File: src/rtl/uart_pkg.sv
// Shared definitions for the configurable UART receiver.
// Optional feature macro: UART_RX_PARITY_EN (adds the PARITY state).
package uart_pkg;

    localparam int unsigned MIN_SYMBOL_WIDTH = 4;

    localparam logic PARITY_MODE_EVEN = 1'b0;
    localparam logic PARITY_MODE_ODD  = 1'b1;

    typedef enum logic [2:0] {
        IDLE      = 3'd0,
        START     = 3'd1,
        DATA      = 3'd2,
`ifdef UART_RX_PARITY_EN
        PARITY    = 3'd3,
`endif
        STOP      = 3'd4,
        WAIT_HIGH = 3'd5
    } rx_state_t;

    // Clocks per bit actually used: symbol_width clamped to the minimum.
    function automatic logic [15:0] eff_width(input logic [15:0] sw);
        return (sw < 16'(MIN_SYMBOL_WIDTH)) ? 16'(MIN_SYMBOL_WIDTH) : sw;
    endfunction

endpackage

File: src/rtl/uart_rx_bit_timer.sv
// Bit timer: latches the per-frame bit width and flags half-bit and
// full-bit points relative to the last load/clear.
module uart_rx_bit_timer
    import uart_pkg::*;
(
    input  logic        clk,
    input  logic        rst,
    input  logic        load,
    input  logic        clear,
    input  logic [15:0] symbol_width,
    output logic        half_tick,
    output logic        full_tick
);

    logic [15:0] n_lat;
    logic [15:0] cnt;

    assign half_tick = (cnt == ((n_lat >> 1) - 16'd1));
    assign full_tick = (cnt == (n_lat - 16'd1));

    // Latch N at frame start; restart the count whenever a tick is consumed.
    always_ff @(posedge clk or posedge rst) begin
        if (rst) begin
            n_lat <= 16'(MIN_SYMBOL_WIDTH);
            cnt   <= '0;
        end else if (load) begin
            n_lat <= eff_width(symbol_width);
            cnt   <= '0;
        end else if (clear) begin
            cnt   <= '0;
        end else begin
            cnt   <= cnt + 16'd1;
        end
    end

endmodule

File: src/rtl/uart_rx_cfg.sv
// Configurable UART receiver with start-glitch rejection, frame error
// detection and break (WAIT_HIGH) handling.
// Optional feature macro: UART_RX_PARITY_EN (one parity bit after data).
module uart_rx_cfg
    import uart_pkg::*;
#(
    parameter int DATA_W     = 8,
    parameter int STOP_BITS  = 1,
    parameter int PARITY_ODD = 0
) (
    input  logic              clk,
    input  logic              rst,
    input  logic [15:0]       symbol_width,
    input  logic              rx,
    output logic              recv_req,
    output logic [DATA_W-1:0] d_out,
    output logic              frame_err,
    output logic              parity_err
);

    localparam logic [3:0] DATA_LAST = 4'(DATA_W - 1);
    localparam logic [3:0] STOP_LAST = 4'(STOP_BITS - 1);

    if (DATA_W < 5 || DATA_W > 9 || STOP_BITS < 1 || STOP_BITS > 2 ||
        (PARITY_ODD != 0 && PARITY_ODD != 1)) begin : g_bad_cfg
        $error("uart_rx_cfg: unsupported parameter combination");
    end

    logic              rx_meta;
    logic              rxs;
    rx_state_t         state;
    logic [3:0]        bit_cnt;
    logic [DATA_W-1:0] shreg;
    logic              ferr_acc;
    logic              stop_bad;
    logic              load;
    logic              clear;
    logic              half_tick;
    logic              full_tick;
`ifdef UART_RX_PARITY_EN
    logic              par_acc;
    logic              par_bad;
`endif

    // Two-flop synchroniser; idles high so reset never looks like a start bit.
    always_ff @(posedge clk or posedge rst) begin
        if (rst) begin
            rx_meta <= 1'b1;
            rxs     <= 1'b1;
        end else begin
            rx_meta <= rx;
            rxs     <= rx_meta;
        end
    end

    assign load     = (state == IDLE) && !rxs;
    assign stop_bad = ferr_acc | ~rxs;

    // Restart the bit timer whenever the FSM consumes a sample point.
    always_comb begin
        clear = 1'b0;
        case (state)
            START:       clear = half_tick;
            DATA, STOP:  clear = full_tick;
`ifdef UART_RX_PARITY_EN
            PARITY:      clear = full_tick;
`endif
            default:     clear = 1'b0;
        endcase
    end

    uart_rx_bit_timer u_timer (
        .clk          (clk),
        .rst          (rst),
        .load         (load),
        .clear        (clear),
        .symbol_width (symbol_width),
        .half_tick    (half_tick),
        .full_tick    (full_tick)
    );

`ifndef UART_RX_PARITY_EN
    assign parity_err = 1'b0;
`endif

    // Receive FSM with registered strobe, data and error outputs.
    always_ff @(posedge clk or posedge rst) begin
        if (rst) begin
            state      <= IDLE;
            bit_cnt    <= '0;
            shreg      <= '0;
            ferr_acc   <= 1'b0;
            recv_req   <= 1'b0;
            d_out      <= '0;
            frame_err  <= 1'b0;
`ifdef UART_RX_PARITY_EN
            par_acc    <= 1'b0;
            par_bad    <= 1'b0;
            parity_err <= 1'b0;
`endif
        end else begin
            recv_req   <= 1'b0;
            frame_err  <= 1'b0;
`ifdef UART_RX_PARITY_EN
            parity_err <= 1'b0;
`endif
            case (state)
                IDLE: begin
                    if (!rxs) begin
                        state    <= START;
                        bit_cnt  <= '0;
                        ferr_acc <= 1'b0;
`ifdef UART_RX_PARITY_EN
                        // Odd mode seeds with 1 so a correct frame folds to 0.
                        par_acc  <= PARITY_ODD[0];
                        par_bad  <= 1'b0;
`endif
                    end
                end
                START: begin
                    if (half_tick) begin
                        state <= rxs ? IDLE : DATA;
                    end
                end
                DATA: begin
                    if (full_tick) begin
                        shreg <= {rxs, shreg[DATA_W-1:1]};
`ifdef UART_RX_PARITY_EN
                        par_acc <= par_acc ^ rxs;
`endif
                        if (bit_cnt == DATA_LAST) begin
                            bit_cnt <= '0;
`ifdef UART_RX_PARITY_EN
                            state   <= PARITY;
`else
                            state   <= STOP;
`endif
                        end else begin
                            bit_cnt <= bit_cnt + 4'd1;
                        end
                    end
                end
`ifdef UART_RX_PARITY_EN
                PARITY: begin
                    if (full_tick) begin
                        par_bad <= par_acc ^ rxs;
                        state   <= STOP;
                    end
                end
`endif
                STOP: begin
                    if (full_tick) begin
                        if (bit_cnt == STOP_LAST) begin
                            recv_req   <= 1'b1;
                            d_out      <= shreg;
                            frame_err  <= stop_bad;
`ifdef UART_RX_PARITY_EN
                            parity_err <= par_bad;
`endif
                            state      <= stop_bad ? WAIT_HIGH : IDLE;
                        end else begin
                            ferr_acc <= stop_bad;
                            bit_cnt  <= bit_cnt + 4'd1;
                        end
                    end
                end
                WAIT_HIGH: begin
                    if (rxs) begin
                        state <= IDLE;
                    end
                end
                default: state <= IDLE;
            endcase
        end
    end

endmodule
File: config.mk
export PLATFORM = sky130hd
export DESIGN_NAME = uart_rx_cfg
export DESIGN_NICKNAME = d
export VERILOG_FILES = /design/src/rtl/uart_pkg.sv /design/src/rtl/uart_rx_bit_timer.sv /design/src/rtl/uart_rx_cfg.sv
export SDC_FILE = /design/constraint.sdc
export NUM_CORES = 1
export LEC_CHECK = 0
export CORE_ASPECT_RATIO = 1.1
export CORE_MARGIN = 3
export CORE_UTILIZATION = 45
export DETAILED_ROUTE_END_ITERATION = 7
export PLACE_DENSITY = 0.63
export SKIP_LAST_GASP = 1
export SYNTH_ARGS = -nofsm -noshare
export SYNTH_HDL_FRONTEND = slang
export SYNTH_SLANG_ARGS = --single-unit
File: constraint.sdc
create_clock -name clk -period 6.7 [get_ports clk]
set_input_delay 1.34 -clock clk [delete_from_list [all_inputs] [get_ports clk]]
set_output_delay 1.34 -clock clk [all_outputs]
set_load 0.02 [all_outputs]
==> metrics.yaml, run 1 <==
logic_synthesis:
  async_reset_ff_frac: 1.00
  synth-edff-count: 0
  yosysSeqAreaShare: 0.370
  synth_xor_xnor_area_share: 0.110
  ys.warnings.count: 0
  synth_top_area_cell: "dfrtp_1"
  syn_area_um2: 4070
  synth_top_family_by_area: "simple AND/OR/NAND/NOR gates"
  synthCells: 443
  synth_area_leaders: "dfrtp_1, xnor2_1, nand2_1, nor2_1, xor2_1"
  yosysUniqueCellTypes: 77
  synthSimpleGateAreaFrac: 0.273
  synth-compound-area-share: 0.120
  ys_seq_elements: 60
  syn-num-nets: 467
  yosysTopAreaCellShare: 0.350
  synth_adder_area_share: 0.0154
  synth.area.mux_share: 0.0593
  synth.avg_cell_area_um2: 9.19
  ys.flop_type: "dfrtp_1"
die:
  die_y_um: 106
  start_util: 0.474
  num_rows: 35
  fp.dieW_um: 96.7
  core_area_um2: 8580
  ios: 30
  dieArea_um2: 10200
critical_path:
  path_class: "flip-flop to flip-flop"
  reg2reg_depth: 10
  critical_path.cell_chain: "inv_1, ha_1, nor3b_2, nand4_1, xor2_1, o31ai_2, o2111ai_4, or2_4, nor2_8, mux2_4"
  max_stage_delay_ps: 750
  cp-endpoint: "d_out[4]"
  endpoint_kind: "flip-flop"
  r2r-start: "u_timer.n_lat[1]"
  worstPathRequired_ps: 6930
  reg2reg_to: "d_out[4]"
  critPathLaunch: "u_timer.n_lat[1]"
  crit_fanout: 14
  cp_slowest_cell: "nor3b_2"
  start_kind: "flip-flop"
  critical_path_arrival_ps: 3840
  rrSetupSlack_ps: 3080
sta:
  tightestPinTransition_ps: 854
  rsz0062_at_grt: "no"
  setup_slack_ps: 3080
  max_freq_ghz: 0.277
  tns_ps: 0
  slew_violations: 0
  finalSetupViolCount: 0
  worst_clock_skew_ps: 8.83
  final.min_clock_period_ps: 3620
  max_slew_margin: 0.428
  hold_viol_final: 0
  min_period_over_period: 0.540
final_layout:
  final_layout_size_suffix_gt1_frac: 0.142
  diodes: 0
  final-seq-area_um2: 1510
  fillerInstances: 830
  nNetsFinal: 478
  multi_input_area_um2: 2360
  mostFrequentLayoutCell: "nand2_1"
  syn2layout_area_growth_pct: 11.9
  layout_common_cells: "nand2_1, dfrtp_1, nor2_1, xnor2_1, clkdlybuf4s50_1"
clock_tree:
  ctsHoldBuffers: 0
  cts-buffers-inserted: 9
  cts_root_buffer: "clkbuf_8"
  cts_resized: 0
  cts_tree: "done"
  insertion_delay_ps: 340
  cts.sinks: 60
  htree_levels: 3
  postCtsSetupBuffers: 0
  clock_path_buffers: 2
  path_clk_slew_ps: 70
drt:
  drt-pass1-iter-count: 5
  routed_wl_um: 9390
  wl_per_cell_um: 16.5
  detail-route-antenna-nets: 0
  vias_per_cell: 5.64
  post-route-drc-count: 0
  vias: 3214
  initialDrtViolationCount: 239
worst_hold_path:
  hold_path_startpoint: "rx_meta"
  hold_path_class: "flip-flop to flip-flop"
  hold_path_depth: 0
power_and_ir_drop:
  pwr_density_cell_nw_per_um2: 373
  leakage_uw: 0.00189
  peakVddDrop_v: 0.000213
outcome:
  outcome: "finished, final reports clean"
place:
  detailedPlacementHpwl_um: 6910
  port-buffer-count: 28
  dp_slack_ps: 3140
  gp_congestion: 0.922
global_route:
  grt_pass1_wl_um: 16000
  grt_max_degree: 61
  track_usage: 0.191
  grt_overflow_total: 0
  grt_pass1_vias: 3187
  antenna_found_initial: 0
job:
  maxCapViolations: 0
==> cells by family (layout without fill, tap and decap cells) <==
kind of cell	after synthesis	count (layout)
compound gates	65	65
xor+xnor	51	51
fa+ha+maj	5	5
buf+inv	40	56
flops	60	60
mux	19	19
other cells	1	1
simple gates	202	202
==> where the power goes <==
part           leakage [uW]  total [uW]  switching (uW)  internal (uW)
clock network      0.000110         377             165            211
logic              0.000993         686             374            312
registers          0.000791         639             206            433
==> critical path, delay by kind of cell, from the launching register on <==
family | cells | cell delay, ps
simple gates | 4 | 1510
flops | 1 | 470
xor+xnor | 1 | 210
mux | 1 | 320
fa+ha+maj | 1 | 300
compound gates | 2 | 550
buf+inv | 1 | 140
==> registers in the layout, indices dropped and copies added (netlist names) <==
name / count
bit_cnt: 4
rxs: 1
state: 3
frame_err: 1
recv_req: 1
rx_meta: 1
ferr_acc: 1
u_timer.cnt: 16
d_out: 8
u_timer.n_lat: 16
shreg: 8
==> Yosys cell counts (2+ instances only) <==
cell type  number
a211oi_2        2
a21boi_0        2
a21oi_1        11
a221oi_1        2
a31oi_1         4
and2_1          2
and3_1          7
and4_2          2
buf_2           7
buf_4           5
buf_6           5
clkbuf_1       12
dfrtp_1        57
dfstp_2         3
ha_1            5
inv_1          10
mux2_2          9
mux2_4          8
mux2i_1         2
nand2_1        60
nand2b_1        5
nand3_1        19
nand3b_1        5
nand4_1         7
nor2_1         48
nor2b_1         3
nor3_1          5
nor4_1         11
nor4_4          2
nor4b_1         5
nor4b_4         2
o2111ai_1       5
o211ai_1        2
o21a_1          3
o21ai_0        15
xnor2_1        31
xor2_1         20
==> through the flow <==
stage	total power [uW]	hold slack (ps)	util	instances	instance area, um^2
2_1_floorplan	1210	345	-	443	4070
3_3_place_gp	1310	347	0.505	554	4330
3_5_place_dp	1320	347	0.505	554	4330
4_1_cts	1710	359	0.531	570	4560
5_1_grt	1820	359	0.531	570	4560
6_report	1700	358	0.531	570	4560
==> how the worst min path moves through the flow <==
| stage | end | slack (ps) |
|---|---|---|
| floorplan | rxs | 350 |
| global placement | rxs | 350 |
| CTS | rxs | 360 |
| finish | rxs | 360 |
| detailed placement | rxs | 350 |
| global route | rxs | 360 |
==> final cells by class <==
class / instances / area share
multi-input cells: 343 / 0.517
flip-flops and latches: 60 / 0.330
repair buffers: 30 / 0.0648
well taps: 111 / 0.0305
clock buffers: 9 / 0.0272
clock inverters: 7 / 0.0217
inverters: 10 / 0.00824
==> routing by layer <==
layer / vias up / wire [um] / share of wire / global-route usage
met5: - / 0 / 0 / 0
met4: 0 / 116 / 0.012 / 0.0522
met3: 10 / 501 / 0.053 / 0.0291
met2: 84 / 4300 / 0.46 / 0.311
met1: 1544 / 4480 / 0.48 / 0.265
li1: 1576 / - / - / -
Note: power is estimated with default switching activity, not from simulation.
==> run 2, diff against run 1 <==
- clock period: 6.7 -> 3.62 ns (I/O delays scaled with it)
==> metrics.yaml, run 2 (same netlist as run 1, synthesis figures left out) <==
final_layout:
  final_layout_size_suffix_gt1_frac: 0.141
  nNetsFinal: 480
  diodes: 0
  syn2layout_area_growth_pct: 10.9
  layout_common_cells: "nand2_1, dfrtp_1, nor2_1, xnor2_1, clkdlybuf4s50_1"
  top_regs: "u_timer.cnt (16), u_timer.n_lat (16)"
  fin_util: 0.526
  mostFrequentLayoutCell: "nand2_1"
  fillerInstances: 801
power_and_ir_drop:
  peakVddDrop_v: 0.000379
  leakage_uw: 0.00187
  pwr_density_cell_nw_per_um2: 667
place:
  gp_congestion: 0.982
  port-buffer-count: 28
  detailedPlacementHpwl_um: 7020
worst_hold_path:
  hold_path_class: "flip-flop to flip-flop"
  hold_path_startpoint: "rx_meta"
  hold_path_depth: 0
sta:
  final.min_clock_period_ps: 3210
  max_slew_margin: 0.605
  worst_clock_skew_ps: 12.3
  holdWs_ps: 357
  max_freq_ghz: 0.312
  finalSetupViolCount: 0
  hold_viol_final: 0
  slew_violations: 0
  tightestPinTransition_ps: 593
  rsz0062_at_grt: "no"
  tns_ps: 0
  min_period_over_period: 0.887
drt:
  wl_per_cell_um: 16.6
  detail-route-antenna-nets: 0
  vias: 3291
  drt-pass1-iter-count: 5
  post-route-drc-count: 0
  vias_per_cell: 5.75
  initialDrtViolationCount: 273
  routed_wl_um: 9510
critical_path:
  worstPathRequired_ps: 3840
  start_kind: "flip-flop"
  path_class: "flip-flop to flip-flop"
  critical_path_arrival_ps: 3430
  critPathLaunch: "u_timer.n_lat[0]"
  reg2reg_depth: 10
  endpoint_kind: "flip-flop"
  r2r-start: "u_timer.n_lat[0]"
  crit_fanout: 9
clock_tree:
  clock_path_buffers: 2
  htree_levels: 3
  insertion_delay_ps: 340
  postCtsSetupBuffers: 0
  cts-buffers-inserted: 9
  cts.sinks: 60
  cts_tree: "done"
  path_clk_slew_ps: 80
  cts_root_buffer: "clkbuf_8"
  cts_resized: 0
  ctsHoldBuffers: 0
global_route:
  grt_pass1_vias: 3247
  track_usage: 0.198
  antenna_found_initial: 0
  grt_max_degree: 41
  grt_pass1_wl_um: 16400
  grt_overflow_total: 0
die:
  ios: 30
  die_y_um: 106
  num_rows: 35
  core_area_um2: 8580
  dieArea_um2: 10200
  start_util: 0.474
  fp.dieW_um: 96.7
outcome:
  outcome: "finished, final reports clean"
job:
  maxCapViolations: 0
## run 2: cell types whose count changed in the layout (fill, tap and decap cells not counted), sizes merged
cell      change
buf           +2
bufinv        -2
clkbuf        +2
clkinv        -1
clkinvlp      +1
## run 2: worst max-delay path: stages, from the launching register on
cell       delay (ps)
dfrtp_1           450
inv_1             160
ha_1              280
nor4b_4           310
and3_2            290
nand3_1           100
a221oi_2          380
o2111ai_4         240
or2_4             320
nor2_8            220
mux2_4            320
## run 2: per-layer routing
| layer | up-vias | wire [um] | part of all wire | global-route usage |
|---|---|---|---|---|
| met5 | - | 0 | 0 | 0 |
| met4 | 0 | 118 | 0.012 | 0.0582 |
| met3 | 9 | 552 | 0.058 | 0.0437 |
| met2 | 93 | 4310 | 0.45 | 0.303 |
| met1 | 1611 | 4520 | 0.48 | 0.282 |
| li1 | 1578 | - | - | - |
## run 2: per-stage QoR
stage          area, um^2  total power, uW  setup slack [ps]  std cells
5_1_grt              4520             3260               140        572
3_5_place_dp         4350             2460               439        556
3_3_place_gp         4350             2450               478        556
2_1_floorplan        4070             2230               651        443
6_report             4520             3010               410        572
4_1_cts              4520             3010               407        572
## run 2: cell type report
cell class / count / area, um^2 / area share
Clock buffer: 11 / 131 / 0.0291
Sequential cell: 60 / 1510 / 0.333
Multi-Input combinational cell: 343 / 2360 / 0.522
Clock inverter: 5 / 37.5 / 0.00831
Inverter: 10 / 37.5 / 0.00831
Timing Repair Buffer: 32 / 310 / 0.0687
Tap cell: 111 / 139 / 0.0307
## run 2: path summary, 6_finish.rpt
check	endpoint	slack, ps
worst max-delay path	d_out[6]	410
worst min-delay path	rxs	360
worst max register to register	d_out[6]	410
worst min register to register	rxs	360
max in group asynchronous	rx_meta	2030
min in group asynchronous	u_timer.cnt[1]	700
## run 2: power breakdown
part | leakage, uW | switching (uW) | total, uW | internal (uW)
sequential | 0.000791 | 379 | 1180 | 803
clock | 0.0000799 | 281 | 532 | 251
combinational | 0.00100 | 709 | 1300 | 590
